$ cat src/rtl/alu_issue.sv
`default_nettype none
//==========================================================================
// Module   : alu_issue
// Purpose  : RV32I ALU issue stage. It decodes one instruction, drives an
//            external combinational ALU and holds the result under a
//            valid/ready handshake. Define ALU_ISSUE_BRANCH_EN to add
//            conditional-branch decode.
// Revision : 1.0
//==========================================================================
module alu_issue (
    input  logic        CLK,
    input  logic        RST,
    input  logic        IN_VALID,
    output logic        IN_READY,
    input  logic [31:0] INSTR,
    input  logic [31:0] RS1_VAL,
    input  logic [31:0] RS2_VAL,
    output logic [31:0] OP1,
    output logic [31:0] OP2,
    output logic [4:0]  CTL,
    input  logic [31:0] ALU_OUT,
    output logic        RES_VALID,
    input  logic        RES_READY,
    output logic [31:0] RES,
    output logic [4:0]  RES_RD,
    output logic        RES_BR,
    output logic        ILLEGAL
);

    localparam logic [4:0] c_ALU_ADD = 5'd0;
    localparam logic [4:0] c_ALU_SUB = 5'd1;
    localparam logic [4:0] c_ALU_SLL = 5'd2;
    localparam logic [4:0] c_ALU_LT  = 5'd3;
    localparam logic [4:0] c_ALU_LTU = 5'd4;
    localparam logic [4:0] c_ALU_XOR = 5'd5;
    localparam logic [4:0] c_ALU_SRL = 5'd6;
    localparam logic [4:0] c_ALU_SRA = 5'd7;
    localparam logic [4:0] c_ALU_OR  = 5'd8;
    localparam logic [4:0] c_ALU_AND = 5'd9;

    localparam logic [6:0] c_OPC_OP    = 7'b0110011;
    localparam logic [6:0] c_OPC_OPIMM = 7'b0010011;
    localparam logic [6:0] c_F7_BASE   = 7'b0000000;
    localparam logic [6:0] c_F7_ALT    = 7'b0100000;

`ifdef ALU_ISSUE_BRANCH_EN
    localparam logic [4:0] c_ALU_EQ     = 5'd10;
    localparam logic [4:0] c_ALU_NE     = 5'd11;
    localparam logic [4:0] c_ALU_GE     = 5'd12;
    localparam logic [6:0] c_OPC_BRANCH = 7'b1100011;
`endif

    typedef enum logic [1:0] {
        S_IDLE = 2'd0,
        S_EXEC = 2'd1,
        S_DONE = 2'd2
    } state_t;

    state_t      r_state;
    logic        r_br;
    logic        r_inv;

    logic [6:0]  w_opcode;
    logic [2:0]  w_funct3;
    logic [6:0]  w_funct7;
    logic        w_is_shift;
    logic [31:0] w_op1;
    logic [31:0] w_op2;
    logic [4:0]  w_ctl;
    logic [4:0]  w_rd;
    logic        w_br;
    logic        w_inv;
    logic        w_illegal;
    logic        w_accept;
    logic        w_unused;

    assign w_opcode   = INSTR[6:0];
    assign w_funct3   = INSTR[14:12];
    assign w_funct7   = INSTR[31:25];
    assign w_is_shift = (w_funct3 == 3'b001) || (w_funct3 == 3'b101);
    // Operand values arrive on RS1_VAL/RS2_VAL, so the rs1 field is never decoded.
    assign w_unused   = ^INSTR[19:15];

    assign IN_READY = (r_state == S_IDLE) || ((r_state == S_DONE) && RES_READY);
    assign w_accept = IN_VALID && IN_READY;
    assign RES_BR   = r_br;

    function automatic logic [4:0] f_alu_op(input logic [2:0] f3, input logic alt);
        logic [4:0] op;
        case (f3)
            3'b000:  op = alt ? c_ALU_SUB : c_ALU_ADD;
            3'b001:  op = c_ALU_SLL;
            3'b010:  op = c_ALU_LT;
            3'b011:  op = c_ALU_LTU;
            3'b100:  op = c_ALU_XOR;
            3'b101:  op = alt ? c_ALU_SRA : c_ALU_SRL;
            3'b110:  op = c_ALU_OR;
            default: op = c_ALU_AND;
        endcase
        return op;
    endfunction

    always_comb begin
        w_op1     = RS1_VAL;
        w_op2     = RS2_VAL;
        w_ctl     = c_ALU_ADD;
        w_rd      = INSTR[11:7];
        w_br      = 1'b0;
        w_inv     = 1'b0;
        w_illegal = 1'b0;
        case (w_opcode)
            c_OPC_OP: begin
                if ((w_funct7 != c_F7_BASE) && (w_funct7 != c_F7_ALT)) begin
                    w_illegal = 1'b1;
                end else if ((w_funct7 == c_F7_ALT) && (w_funct3 != 3'b000) && (w_funct3 != 3'b101)) begin
                    w_illegal = 1'b1;
                end else begin
                    w_ctl = f_alu_op(w_funct3, w_funct7[5]);
                    if (w_is_shift) begin
                        w_op2 = {27'b0, RS2_VAL[4:0]};
                    end
                end
            end
            c_OPC_OPIMM: begin
                w_op2 = {{20{INSTR[31]}}, INSTR[31:20]};
                if (w_is_shift) begin
                    w_op2 = {27'b0, INSTR[24:20]};
                    // SLLI only accepts the base funct7; SRLI/SRAI differ in bit 30.
                    if ((w_funct3 == 3'b001) ? (w_funct7 != c_F7_BASE)
                                             : ((w_funct7 != c_F7_BASE) && (w_funct7 != c_F7_ALT))) begin
                        w_illegal = 1'b1;
                    end else begin
                        w_ctl = f_alu_op(w_funct3, INSTR[30]);
                    end
                end else begin
                    w_ctl = f_alu_op(w_funct3, 1'b0);
                end
            end
`ifdef ALU_ISSUE_BRANCH_EN
            c_OPC_BRANCH: begin
                w_rd = 5'd0;
                w_br = 1'b1;
                case (w_funct3)
                    3'b000:  w_ctl = c_ALU_EQ;
                    3'b001:  w_ctl = c_ALU_NE;
                    3'b100:  w_ctl = c_ALU_LT;
                    3'b101:  w_ctl = c_ALU_GE;
                    3'b110:  w_ctl = c_ALU_LTU;
                    3'b111: begin
                        w_ctl = c_ALU_LTU;
                        w_inv = 1'b1;
                    end
                    default: w_illegal = 1'b1;
                endcase
            end
`endif
            default: w_illegal = 1'b1;
        endcase
        // Illegal instructions present ADD 0,0 to the ALU and retire with rd=0.
        if (w_illegal) begin
            w_op1 = 32'd0;
            w_op2 = 32'd0;
            w_ctl = c_ALU_ADD;
            w_rd  = 5'd0;
            w_br  = 1'b0;
            w_inv = 1'b0;
        end
    end

    always_ff @(posedge CLK) begin
        if (RST) begin
            r_state   <= S_IDLE;
            RES_VALID <= 1'b0;
            RES       <= 32'd0;
            RES_RD    <= 5'd0;
            r_br      <= 1'b0;
            r_inv     <= 1'b0;
            ILLEGAL   <= 1'b0;
            OP1       <= 32'd0;
            OP2       <= 32'd0;
            CTL       <= c_ALU_ADD;
        end else if (w_accept) begin
            r_state   <= S_EXEC;
            RES_VALID <= 1'b0;
            OP1       <= w_op1;
            OP2       <= w_op2;
            CTL       <= w_ctl;
            RES_RD    <= w_rd;
            r_br      <= w_br;
            r_inv     <= w_inv;
            ILLEGAL   <= w_illegal;
        end else begin
            case (r_state)
                S_EXEC: begin
                    if (ILLEGAL) begin
                        RES <= 32'd0;
                    end else if (r_br) begin
                        RES <= {31'b0, ALU_OUT[0] ^ r_inv};
                    end else begin
                        RES <= ALU_OUT;
                    end
                    RES_VALID <= 1'b1;
                    r_state   <= S_DONE;
                    // Operands return to the idle value once the result is latched.
                    OP1       <= 32'd0;
                    OP2       <= 32'd0;
                    CTL       <= c_ALU_ADD;
                end
                S_DONE: begin
                    if (RES_READY) begin
                        RES_VALID <= 1'b0;
                        r_state   <= S_IDLE;
                    end
                end
                S_IDLE: begin
                    r_state <= S_IDLE;
                end
                default: begin
                    r_state   <= S_IDLE;
                    RES_VALID <= 1'b0;
                end
            endcase
        end
    end

endmodule
`default_nettype wire

$ cat config.mk
export PLATFORM = sky130hd
export DESIGN_NAME = alu_issue
export DESIGN_NICKNAME = d
export VERILOG_FILES = /design/src/rtl/alu_issue.sv
export SDC_FILE = /design/constraint.sdc
export NUM_CORES = 1
export LEC_CHECK = 0
export ABC_AREA = 1
export ABC_CLOCK_PERIOD_IN_PS = 2300
export CORE_ASPECT_RATIO = 2
export CORE_MARGIN = 1.5
export CORE_UTILIZATION = 40
export CTS_BUF_LIST = sky130_fd_sc_hd__clkbuf_8
export CTS_CLUSTER_DIAMETER = 200
export DETAILED_ROUTE_END_ITERATION = 10
export HOLD_SLACK_MARGIN = 0.03
export PLACE_DENSITY_LB_ADDON = 0.12
export SLEW_MARGIN = 20
export SYNTH_ARGS = -nofsm -noshare
export SYNTH_HDL_FRONTEND = slang
export SYNTH_SLANG_ARGS = --single-unit
$ cat constraint.sdc
create_clock -name CLK -period 2.3 [get_ports CLK]
set_input_delay 0.69 -clock CLK [delete_from_list [all_inputs] [get_ports CLK]]
set_output_delay 0.69 -clock CLK [all_outputs]
set_load 0.1 [all_outputs]
# Word level (Yosys, flattened, before mapping)
# Index checks and enable logic that the tools add are counted.
# totals
regBits	110
inputBits	132
out_inout_bits	110
wordCells	76
# classes
eq_ne	15
mux	35
n_bitwise	2
reduce_logical	15
# ops
op	count
$mux 32	10
$pmux 32 s2	1
$pmux 4 s7	2
$mux 5	5
$eq 7x6->1 const B	2
$mux 4	3
$pmux 5 s2	1
$eq 3x3->1 const B	3
$mux 1	9
$eq 7x5->1 const B	1
$ne 7x6->1 const B	1
$reduce_bool 7->1	1
$eq 3x2->1 const B	2
$ne 3x3->1 const B	2
$logic_and 1x1->1	5
$pmux 2 s2	1
$reduce_and 2->1	2
$eq 3x1->1 const B	1
$logic_not 3->1	1
$pmux 1 s3	1
$reduce_bool 3->1	1
$eq 2x1->1 const B	1
$eq 2x2->1 const B	1
$logic_not 2->1	1
7 further kinds	9

# Logic depth before layout (Yosys ltp)
# logic_depth
depth_word	8
ltp_mapped	13
ltp_nobuf	12

# Least setup slack after synthesis
# Ideal clock, no wire load.
# synth_path
path_kind	input to register
from	input port RES_READY
to	register OP2[5]
setup_time_ps	70
arrival_time_ps	2587
required_time_ps	2230
path_slack_ps	-357
path_stages	9
path_buffers	1
path_cell_list	nor2_1 nor2_2 nand2_2 nor2_1 nand2_1 a21oi_4 buf_4 nand2_1 a21oi_1
# synth_between
elab_chain_len	4
word_cells_on_any_way	5
cone_classes	mux (1); reduce/logical (4)
# synth_rtl
item	line	source
from (decl)	23	input logic RES_READY,
$logic_and 1x1->1 (*)	84	assign IN_READY = (r_state == S_IDLE) || ((r_state == S_DONE) && RES_READY);
$logic_or 1x1->1 (*)	84	
via IN_READY	14	output logic IN_READY,
$logic_and 1x1->1 (*)	85	assign w_accept = IN_VALID && IN_READY;
$mux 32 or $reduce_bool 2->1 (tied branches)	--	
to (signal assigned)	186	OP2 <= w_op2;
to (decl)	19	output logic [31:0] OP2,
# Mark *: on every way through the listed nets, which the timed path passes. The rest lies on a longest branch.
# A chain may end at the register's enable or synchronous reset.

# Worst setup path in the final report
# layout_path
from	input port RES_READY
to	output port IN_READY
# layout_between
elab_chain_len	2
# layout_rtl
item	line
$logic_and 1x1->1	84
$logic_or 1x1->1	84
to (decl)	14
# No other way between the ends.

==> run metrics <==
final WL 14100 um; Final Power 0.00379 W; cells along the critical path dlygate4sd2_1, nor2_2, nor2_4, buf_4, buf_12; maximum root-to-sink buffer count 2; CP max FO 2; largest cells by area after synthesis dfxtp_1, nand2_1, a21oi_1; #FFs+latches synth 109; ant diodes 0; RSZ-0062 raised after global routing no; Syn-to-layout area delta 59.5%; share of the synthesized area in the top cell type 49.5%; Yosys cell types 22; Post-synth EDFFs 0; Worst Skew 13.2 ps; post-route minimum period 2120 ps; vias post-DR 4898; P_int 0.00264 W; share of cells above drive strength 1 19.8%; Initial Util 40.7%; CTS tree yes; clk root buf clkbuf_8; multiplexer share of the synthesized area 0%; chip height 151 um; Via density 4.86; later-pin clock latency in the skew report 380 ps; Buffers on Ports 234; Max Slew Vio Count 0; GRT Total Usage 23.6%; Main synth FF type dfxtp_1; Worst Setup End Kind output pin; NetSw 0.00115 W; DP Wirelength 10700 um; post-synthesis compound-gate area fraction 12.7%; Routed WL per cell 14.0 um; Post-synth ARST share 0%; Max stage delay on crit path 240 ps; Hold Fails Final Rpt 0; Worst VDD drop 0.327 mV; Filler Cells Inserted 977; PwrDens 539 mW/mm2; Mean Syn Cell Area 7.08 um2; largest family of logic cells by synthesized area simple AND/OR/NAND/NOR gates; cell taking the most area after synthesis dfxtp_1; Min Hold Slack 470 ps; Crit path arrival time 1430 ps; GRT busiest layer met2; Clock Pin Slew Worst Setup and Hold Paths 100 ps; sequential fraction of the synthesis area 49.5%; sw frac 30.3%; grt total ovfl 0; outcome completed; Commonest cells post-synth nand2_1, dfxtp_1, a21oi_1; DRT iter0 DRCs 217; pin count of the biggest net entering global routing 44; Final period util 92.0%; post-synthesis xor/xnor area fraction 0%; Placer Congestion 0.853; met3 usage 5.18%; DRC viols 0; family with the most delay on the worst path buffers and inverters; Max Cap Violations 0; Post-DRT Antenna Nets 0; clk sink count 109; clock group share of total power 29.1%; Finish-stage setup viols 0; Cells after Synth 622; crit path buf inv count 3; htree depth 3; Worst path slowest cell dlygate4sd2_1; vias in the first global route 4676; Critical Path RT 1610 ps; Fmax 473 MHz; Inserted Clock Buffers 9; Synth Area in Adders 0%; number of synthesis warnings 0; count leader, synth nand2_1; first-pass GRT wire length 22000 um; post-synthesis cell area 0.00440 mm2; combinational power share 19.9%; met1 GRT Util 24.8%; Core Region 0.0108 mm2; die span in x 77.2 um; critical path class in -> out; I/O pins 242; first-pass iteration count of the detailed router 5; simple-gate area share of the yosys netlist 31.4%; Leak 2.99 nW; sequential share of power 51.0%; initial antenna violation count 0; worst min path class reg -> reg; CP Launch Type primary input; met2 Usage GRT 43.7%; row count 54; full die area 0.0117 mm2; Nets 994
## repair_timing
action,in CTS,in global routing
setup endpoints to repair,1,14
hold buffers,0,0
pin swaps,1,0
gates resized for setup,2,2
buffers inserted,1,0
## logic make-up after synthesis
logic type             count (synthesis)
DFF                                  109
other                                  1
and+or+nand+nor                      344
buffers and inverters                 60
AOI/OAI and AO/OA                    108
## flip-flops by register name, indices dropped and copies added (netlist names)
signal and count:
ILLEGAL 1, RES_RD 5, RES 32, OP2 32, CTL 4, OP1 32
RES_VALID 1, r_state 2
## final cells by class
class                      instances  area, um2  area share, %
clock buffer                       9        124           1.76
sequential                       109       2180           31.1
timing repair buffer             269       2440           34.8
tap                              140        175           2.49
inverter                          19       71.3           1.02
multi-input combinational        454       1970           28.0
clock inverter                     7       60.1          0.855
## routing by layer
metal | up-vias | share of wire (%)
li1 | 2457 | -
met1 | 2210 | 36
met2 | 201 | 53
met3 | 30 | 6.9
met4 | 0 | 3.4
met5 | - | 0
## path summary, 6_finish.rpt
path | cells past startpoint | slack, ps | start | endpoint
worst max-delay path | 5 | 180 | RES_READY | IN_READY
worst min-delay path | 2 | 470 | RES[0] | RES[0]
worst max register to register | 10 | 690 | r_state[1] | OP1[1]
worst min register to register | 2 | 470 | RES[0] | RES[0]
## power by group through the flow
stage	clock, W	sequential, W	combinational [W]
2_1_floorplan	0	0.00217	0.000201
3_3_place_gp	0	0.00197	0.000743
3_5_place_dp	0	0.00197	0.000751
4_1_cts	0.00114	0.00193	0.000754
5_1_grt	0.00121	0.00194	0.000801
6_report	0.00110	0.00193	0.000753
## layout by cell type (no fill, tap or decap)
| cell | count |
|---|---|
| a21oi_1 | 102 |
| inv_1 | 17 |
| nor2_1 | 11 |
| clkinv_2 | 1 |
| inv_2 | 2 |
| nand2_1 | 275 |
| a211oi_1 | 2 |
| nand3_1 | 45 |
| nand4_1 | 2 |
| buf_12 | 9 |
| dfxtp_1 | 109 |
| nor2_2 | 4 |
| or2_1 | 1 |
| a21oi_4 | 1 |
| clkinv_1 | 1 |
| clkinv_4 | 1 |
| clkinv_8 | 1 |
| dlygate4sd2_1 | 1 |
| clkdlybuf4s50_1 | 124 |
| o21a_1 | 1 |
| conb_1 | 2 |
| o21ai_1 | 2 |
| nand2_2 | 2 |
| inv_6 | 3 |
| buf_4 | 135 |
| clkbuf_8 | 9 |
| nor2_4 | 4 |
## worst min-delay path: stages, from the launching register on
cell and delay, ps:
dfxtp_1 320, nand2_1 60, a21oi_1 50
## per-stage QoR
step | TNS [ps] | setup WS [ps] | util, % | instance area [um2] | cells
floorplan | 0 | 5.64 | - | 4410 | 623
global placement | -13790 | -284 | 63.1 | 6820 | 990
detailed placement | -14290 | -298 | 63.1 | 6820 | 990
CTS | 0 | 102 | 64.9 | 7020 | 1007
global route | 0 | 13.7 | 65.0 | 7020 | 1007
finish | 0 | 184 | 65.0 | 7020 | 1007
Power figures use the tool's default switching activity.
